File: src/rtl/rom_port_arbiter.sv
`default_nettype none
// ============================================================================
// Module   : rom_port_arbiter
// Purpose  : Round-robin arbiter sharing one SDRAM ROM read port between NUM
//            read-only cache clients. Clients use a level request held until
//            a one-cycle valid strobe. Only one SDRAM read is in flight at a time.
// Options  : ROM_ARB_TIMEOUT_EN - enables the WAIT-state watchdog and the
//            sticky err flag. When it is undefined, err is tied low.
// Revision : 1.0 - initial release
// ============================================================================
module rom_port_arbiter #(
    parameter int NUM     = 4,
    parameter int AW      = 23,
    parameter int DW      = 16,
    parameter int TIMEOUT = 1023
) (
    input  logic              clk,
    input  logic              reset_n,
    input  logic [NUM-1:0]    cli_req,
    input  logic [NUM*AW-1:0] cli_addr,
    output logic [NUM-1:0]    cli_valid,
    output logic [DW-1:0]     cli_data,
    output logic              sdram_req,
    output logic [AW-1:0]     sdram_addr,
    input  logic              sdram_valid,
    input  logic [DW-1:0]     sdram_data,
    output logic [2:0]        grant,
    output logic              busy,
    output logic              err
);

    typedef enum logic [1:0] {
        S_IDLE = 2'd0,
        S_WAIT = 2'd1,
        S_DONE = 2'd2
    } state_t;

    state_t          r_state;
    logic [2:0]      r_ptr;
    logic [2:0]      r_grant;
    logic [AW-1:0]   r_addr;
    logic [DW-1:0]   r_data;
    logic [NUM-1:0]  r_valid;
    logic            r_req;
    logic            r_busy;

    logic            w_any;
    logic [2:0]      w_sel;
    logic [AW-1:0]   w_addr;
    logic [NUM-1:0]  w_onehot;

`ifdef ROM_ARB_TIMEOUT_EN
    logic [15:0]     r_cnt;
    logic            r_err;
`else
    // TIMEOUT only matters when the watchdog is built in.
    logic            w_unused_timeout;
    assign w_unused_timeout = (TIMEOUT != 0);
`endif

    // Round-robin pick: first requesting client after the last grant, wrapping.
    always_comb begin
        w_any  = 1'b0;
        w_sel  = 3'd0;
        w_addr = '0;
        for (int i = 1; i <= NUM; i++) begin
            for (int k = 0; k < NUM; k++) begin
                if (!w_any && (k == ((int'(r_ptr) + i) % NUM)) && cli_req[k]) begin
                    w_any  = 1'b1;
                    w_sel  = 3'(k);
                    w_addr = cli_addr[k*AW +: AW];
                end
            end
        end
    end

    // One-hot decode of the granted client, used for the done strobe.
    always_comb begin
        w_onehot = '0;
        for (int k = 0; k < NUM; k++) begin
            w_onehot[k] = (r_grant == 3'(k));
        end
    end

    // Arbiter FSM: IDLE picks a client, WAIT holds the SDRAM read, DONE gives
    // the client one cycle to drop its request before re-arbitration.
    always_ff @(posedge clk) begin
        if (!reset_n) begin
            r_state <= S_IDLE;
            r_ptr   <= 3'(NUM - 1);
            r_grant <= 3'd0;
            r_addr  <= '0;
            r_data  <= '0;
            r_valid <= '0;
            r_req   <= 1'b0;
            r_busy  <= 1'b0;
`ifdef ROM_ARB_TIMEOUT_EN
            r_cnt   <= 16'd0;
            r_err   <= 1'b0;
`endif
        end else begin
            r_valid <= '0;
            case (r_state)
                S_IDLE: begin
                    // sdram_valid is deliberately ignored here so stale returns vanish.
                    if (w_any) begin
                        r_grant <= w_sel;
                        r_ptr   <= w_sel;
                        r_addr  <= w_addr;
                        r_req   <= 1'b1;
                        r_busy  <= 1'b1;
                        r_state <= S_WAIT;
`ifdef ROM_ARB_TIMEOUT_EN
                        r_cnt   <= 16'd0;
`endif
                    end
                end
                S_WAIT: begin
                    // A real return always beats the watchdog on the same cycle.
                    if (sdram_valid) begin
                        r_data  <= sdram_data;
                        r_valid <= w_onehot;
                        r_req   <= 1'b0;
                        r_state <= S_DONE;
                    end
`ifdef ROM_ARB_TIMEOUT_EN
                    else if (r_cnt == 16'(TIMEOUT - 1)) begin
                        r_data  <= '1;
                        r_valid <= w_onehot;
                        r_req   <= 1'b0;
                        r_err   <= 1'b1;
                        r_state <= S_DONE;
                    end else begin
                        r_cnt   <= r_cnt + 16'd1;
                    end
`endif
                end
                S_DONE: begin
                    r_busy  <= 1'b0;
                    r_state <= S_IDLE;
                end
                default: begin
                    r_req   <= 1'b0;
                    r_busy  <= 1'b0;
                    r_state <= S_IDLE;
                end
            endcase
        end
    end

    assign cli_valid  = r_valid;
    assign cli_data   = r_data;
    assign sdram_req  = r_req;
    assign sdram_addr = r_addr;
    assign grant      = r_grant;
    assign busy       = r_busy;
`ifdef ROM_ARB_TIMEOUT_EN
    assign err        = r_err;
`else
    assign err        = 1'b0;
`endif

endmodule
`default_nettype wire
File: config.mk
export PLATFORM = sky130hd
export DESIGN_NAME = rom_port_arbiter
export DESIGN_NICKNAME = d
export VERILOG_FILES = /design/src/rtl/rom_port_arbiter.sv
export SDC_FILE = /design/constraint.sdc
export NUM_CORES = 1
export LEC_CHECK = 0
export BUFFER_PORTS_ARGS = -buffer_cell sky130_fd_sc_hd__buf_2
export CAP_MARGIN = 5
export CORE_MARGIN = 3
export CORE_UTILIZATION = 30
export CTS_CLUSTER_SIZE = 16
export DETAILED_ROUTE_END_ITERATION = 8
export SYNTH_ARGS = -nofsm -noshare
export SYNTH_HDL_FRONTEND = slang
export SYNTH_SLANG_ARGS = --single-unit
File: constraint.sdc
create_clock -name clk -period 2.2 [get_ports clk]
set_clock_uncertainty 0.2 [all_clocks]
set_input_delay 0.11 -clock clk [delete_from_list [all_inputs] [get_ports clk]]
set_output_delay 0.11 -clock clk [all_outputs]
set_load 0.01 [all_outputs]
==> flow_summary.ini, run 1 <==
[grt]
antenna_found_initial = 1
grt_max_degree = 48
grt_pass1_vias = 6919
grt_first_pass_wirelength_um = 36780
track_usage = 0.2486
grt_overflow = 0

[timing]
setup_viol = 13
rsz0062_at_grt = yes
tightest_slew_ns = 0.6460
fin_crit_sh = 1.047
layout_min_cycle_time_ns = 2.303
whs_ns = -0.01023
fmax_ghz = 0.4342
slew_viol_final = 0
fin_ws_ns = -0.1033
maxSlewHeadroom = 0.5680
finalHoldViolCount = 1

[placement]
io_buffers = 161
gp_congestion = 0.9524
dpl.cell_count = 1145
hpwl_um = 16930
place_ws_ns = -0.1826

[floorplanning]
core.rowCount = 46
dieArea_um2 = 18350
core_area_um2 = 16120
fp.dieW_um = 135.5
io_pins = 164
die_h_um = 135.5
initial_core_util = 0.3120

[clock_tree]
cts.sinks = 51
root_buffer = clkbuf_16
cts_buffers = 5
cts_buffer_depth = 2
clk_pin_slew_ns = 0.09
h-tree-depth = 2
insertion_delay_ns = 0.31
cts_tree = done

[route]
routed_wl_um = 24080
postRouteAntennaNets = 0
viasPerCell = 5.948
vias = 7221
firstDrtPassIters = 8
drc = 0
wl_per_cell_um = 19.83
drtIter0Drc = 741

[status]
outcome = finished, violations left
violations = negative hold slack, negative setup slack

[cells_and_area]
final_util = 0.4871
layout_commonest_cell = buf_2
fin_nets = 1111
layout_common_cells = 161 x buf_2, 109 x nand2_1, 104 x buf_4
synthToLayoutAreaGrowth_pct = 56.11
finalNonFillerCells = 1214
drive_gt1_frac = 0.3842
multi_input_area_um2 = 3973
regArea_um2 = 1028
fillers = 1564

[pwr]
cellLeakagePower_nw = 3.400
powerDensity_nw_per_um2 = 448.9
p_switching_mw = 1.341
p_int_mw = 2.183
p_seq_frac = 0.304
switching_share = 0.3804
pwr-share-comb = 0.451
clkPwrFrac = 0.246
peakVddDrop_mv = 0.3331

[logic_synthesis]
ys_ff_latch = 51
synthFlopType = dfxtp_1
synth_top_cell_area_share = 0.2030
synth_edf_count = 0
syn_inst = 728
synth_top_area_cell = dfxtp_1
synthArstFlopShare = 0
ys.warnings.count = 0
yosysSeqAreaShare = 0.2030
avgSynthCellArea_um2 = 6.907
synth_cell_types = 61
netlist_top_cells_area = dfxtp_1 20%, nand2_1 8.2%, a21oi_1 4.9%, o21ai_0 4.7%, a221oi_1 4.2%
syn_area_um2 = 5029

[setup_path]
path_cells = buf_6 -> nand3b_1 -> buf_6 -> a21oi_2 -> a2111oi_2 -> buf_4 -> a21oi_4 -> a2111oi_2 -> o31ai_1
crit_buf_inv = 3
worstPathArrival_ns = 2.30
cp_top_family = compound AO/OA/AOI/OAI gates
start_kind = flop
cp.required_ns = 2.20
r2r_setup_slack_ns = -0.10
max_stage_delay_ns = 0.37
worstSetupPathType = reg -> reg
cp_slowest_cell = dfxtp_4
path_max_fanout = 7
end_kind = flop

[worst_hold_path]
min_path_type = in -> reg

[job]
max_cap_violations = 0
## layout make-up
type,count,share of cell area
clock buffers,5,0.01594
repair buffers,338,0.3067
diodes,1,0.0003188
clock inverters,3,0.003666
inverters,4,0.001913
well taps,216,0.03443
flip-flops and latches,51,0.1310
multi-input cells,596,0.5061
## power by group through the flow
stage	sequential [mW]	clock, mW	combinational (mW)
global route	1.08	0.922	1.70
floorplan	1.12	0	0.712
finish	1.07	0.865	1.59
global placement	1.09	0	1.35
detailed placement	1.09	0	1.36
CTS	1.07	0.892	1.50
## final timing paths
kind	startpoint	to	depth (start not counted)
max	r_ptr[1]$_SDFFE_PN1P_	sdram_addr[20]$_SDFFE_PN0P_	9
max reg2reg	r_ptr[1]$_SDFFE_PN1P_	sdram_addr[20]$_SDFFE_PN0P_	9
min reg2reg	cli_data[7]$_SDFFE_PN0P_	cli_data[7]$_SDFFE_PN0P_	2
min	cli_addr[51]	sdram_addr[5]$_SDFFE_PN0P_	3
## per-stage QoR
stage | TNS [ns] | area, µm² | power [mW] | hold WS (ns)
2_1_floorplan | -0.1991 | 5054 | 1.832 | 0.05492
3_3_place_gp | -1.823 | 6728 | 2.441 | 0.1685
3_5_place_dp | -2.089 | 6728 | 2.443 | 0.1696
4_1_cts | -0.6571 | 7614 | 3.456 | 0.002780
5_1_grt | -2.218 | 7850 | 3.707 | 0.001087
6_report | -0.6897 | 7850 | 3.524 | -0.01023
## worst reg2reg max path: cells and delay by family (launching register included)
family / cells / cell delay (ns)
compound gates: 5 / 0.90
buf+inv: 3 / 0.51
flops: 1 / 0.37
simple gates: 1 / 0.20
## synthesized netlist by cell type, types with 8 or more instances
cell type  instances
nand2b_1           8
a2111oi_2          9
nor3_1            23
a2111oi_0         16
clkbuf_1          47
nor2_1            50
o22ai_1           31
o211ai_1           9
a21oi_1           49
a21boi_0          20
nand3_1           26
o21ai_0           47
nand2_1          110
o31ai_1           16
buf_2             21
or3_1             13
and3b_1           13
dfxtp_1           51
and2_1            14
o22ai_2            9
a31oi_1           15
a221oi_1          24
a2bb2oi_1         13
## cells by family after synthesis
family,share of synthesized area
flops,0.2030
buf+inv,0.07166
simple gates,0.2914
compound gates,0.4310
mux,0.002239
other cells,0.0007457
## routing by layer
metal	global-route usage	vias to the layer above	part of all wire
met5	0	-	0
met4	0.1109	0	0.031
met3	0.04718	74	0.10
met2	0.4013	488	0.46
met1	0.3225	3328	0.40
li1	-	3331	-
## timing repair
action,in CTS,in global routing
resized for setup,62,50
buffers inserted,11,7
pin swaps,33,33
setup endpoints to repair,20,22
hold buffers,46,0
cloned,0,1
endpoints found under the hold margin,39,0
## sequential cells by signal, indices dropped and copies added (netlist names)
| register | cells |
|---|---|
| grant | 2 |
| r_state | 2 |
| cli_valid | 4 |
| sdram_req | 1 |
| sdram_addr | 23 |
| cli_data | 16 |
| busy | 1 |
| r_ptr | 2 |
Power figures use the tool's default switching activity.
==> run 2: changes to the inputs <==
--- a/config.mk
+++ b/config.mk
@@ -8,9 +8,10 @@
 export BUFFER_PORTS_ARGS = -buffer_cell sky130_fd_sc_hd__buf_2
 export CAP_MARGIN = 5
 export CORE_MARGIN = 3
-export CORE_UTILIZATION = 30
+export CORE_UTILIZATION = 45
 export CTS_CLUSTER_SIZE = 16
 export DETAILED_ROUTE_END_ITERATION = 8
+export PLACE_DENSITY = 0.75
 export SYNTH_ARGS = -nofsm -noshare
 export SYNTH_HDL_FRONTEND = slang
 export SYNTH_SLANG_ARGS = --single-unit
==> flow_summary.ini, run 2 (synthesis gave the netlist of run 1 again) <==
[placement]
dpl.cell_count = 1061
gp_congestion = 1.007
hpwl_um = 15460
io_buffers = 161

[timing]
tightest_slew_ns = 0.6036
maxSlewHeadroom = 0.5964
finalHoldViolCount = 0
rsz0062_at_grt = yes
layout_min_cycle_time_ns = 2.306
finalSetupTns_ns = -0.7695
fin_ws_ns = -0.1061
fmax_ghz = 0.4336
fin_crit_sh = 1.048
setup_viol = 16
whs_ns = 0.008778
slew_viol_final = 0

[setup_path]
crit_buf_inv = 1
crit_start = r_ptr[1]$_SDFFE_PN1P_
path_max_fanout = 8
max_stage_delay_ns = 0.54
cp.required_ns = 2.26
worstSetupPathType = reg -> reg
ff2ff_path_depth = 7
r2r_start = r_ptr[1]$_SDFFE_PN1P_
worstPathArrival_ns = 2.36
critical_path_depth = 7
cp_slowest_cell = or4bb_1
start_kind = flop
path_cells = buf_6 -> or4bb_1 -> a211oi_4 -> a221o_1 -> a221oi_1 -> or3_1 -> a31oi_1
end_kind = flop
cp_top_family = simple AND/OR/NAND/NOR gates

[clock_tree]
cts_tree = done
cts_buffers = 5
root_buffer = clkbuf_8
h-tree-depth = 2
cts_buffer_depth = 2
cts.sinks = 51
insertion_delay_ns = 0.33
clk_pin_slew_ns = 0.12

[route]
routed_wl_um = 22740
wl_per_cell_um = 20.20
firstDrtPassIters = 8
drc = 0
drtIter0Drc = 907
vias = 7352
viasPerCell = 6.529
postRouteAntennaNets = 0

[floorplanning]
fp.dieW_um = 111.7
initial_core_util = 0.4743
core_area_um2 = 10600
core.rowCount = 37
io_pins = 164
dieArea_um2 = 12480
die_h_um = 111.7

[pwr]
powerDensity_nw_per_um2 = 434.7
cellLeakagePower_nw = 3.258
peakVddDrop_mv = 0.2812

[cells_and_area]
synthToLayoutAreaGrowth_pct = 48.07
diodes = 0
layout_common_cells = 161 x buf_2, 110 x nand2_1, 104 x buf_4
largest_register_ffs = 23
layout_commonest_cell = buf_2
finalNonFillerCells = 1126
fin_nets = 1104
drive_gt1_frac = 0.3404

[worst_hold_path]
min_path_type = in -> reg
hold_depth = 4
min_from = cli_addr[54]

[grt]
grt_first_pass_wirelength_um = 35400
antenna_found_initial = 0
grt_pass1_vias = 7075
track_usage = 0.3408
grt_overflow = 0
use_met1 = 0.4265
grt_max_degree = 48
use_met2 = 0.5504
top_usage_layer = met2
grtUsageMet3 = 0.08587

[job]
max_cap_violations = 0

[status]
outcome = finished, violations left
violations = negative setup slack
run 2: stage by stage:
step | area (µm²) | total power [mW] | util | setup slack [ns]
2_1_floorplan | 5054 | 1.832 | - | -0.04830
3_3_place_gp | 6643 | 2.419 | 0.6266 | -0.1570
3_5_place_dp | 6643 | 2.432 | 0.6266 | -0.1965
4_1_cts | 7356 | 3.163 | 0.6939 | -0.09565
5_1_grt | 7446 | 3.406 | 0.7023 | -0.2160
6_report | 7446 | 3.237 | 0.7023 | -0.1061
run 2: worst paths after layout:
| kind | end | slack [ns] |
|---|---|---|
| worst max-delay path | sdram_addr[1]$_SDFFE_PN0P_ | -0.11 |
| worst min-delay path | sdram_addr[8]$_SDFFE_PN0P_ | 0.009 |
| worst max register to register | sdram_addr[1]$_SDFFE_PN0P_ | -0.11 |
| worst min register to register | cli_data[13]$_SDFFE_PN0P_ | 0.27 |
run 2: power by group:
| group | internal [mW] | total (mW) | switching, mW | leakage [nW] |
|---|---|---|---|---|
| combinational | 0.719 | 1.53 | 0.808 | 2.79 |
| clock | 0.238 | 0.637 | 0.399 | 0.0502 |
| sequential | 1.01 | 1.07 | 0.0593 | 0.419 |
| total | 1.97 | 3.24 | 1.27 | 3.26 |
run 2: area by class of cell:
cell class              count  area [µm²]
repair buffers            331        2338
clock inverters             3       28.78
multi-input cells         596        3796
fillers                   863        3156
inverters                   4       15.01
flip-flops and latches     51        1028
clock buffers               5       68.82
well taps                 136       170.2
run 2: worst min-delay path, stage by stage:
cell     delay [ns]
buf_2          0.13
nor2_1         0.09
or3_1          0.10
a31oi_1        0.07
run 2: per-layer routing:
layer / wire (µm) / up-vias / share of wire
met5: 0 / - / 0
met2: 10160 / 608 / 0.45
li1: - / 3312 / -
met1: 8610 / 3319 / 0.38
met4: 928 / 0 / 0.041
met3: 3049 / 113 / 0.13
run 2: what timing repair did:
item / CTS / global route
pin swaps: 4 / 1
hold buffers: 53 / 0
resized for setup: 23 / 23
cloned: 0 / 1
endpoints found under the hold margin: 39 / 0
endpoints found under the setup margin: 23 / 23
setup buffers: 2 / 1
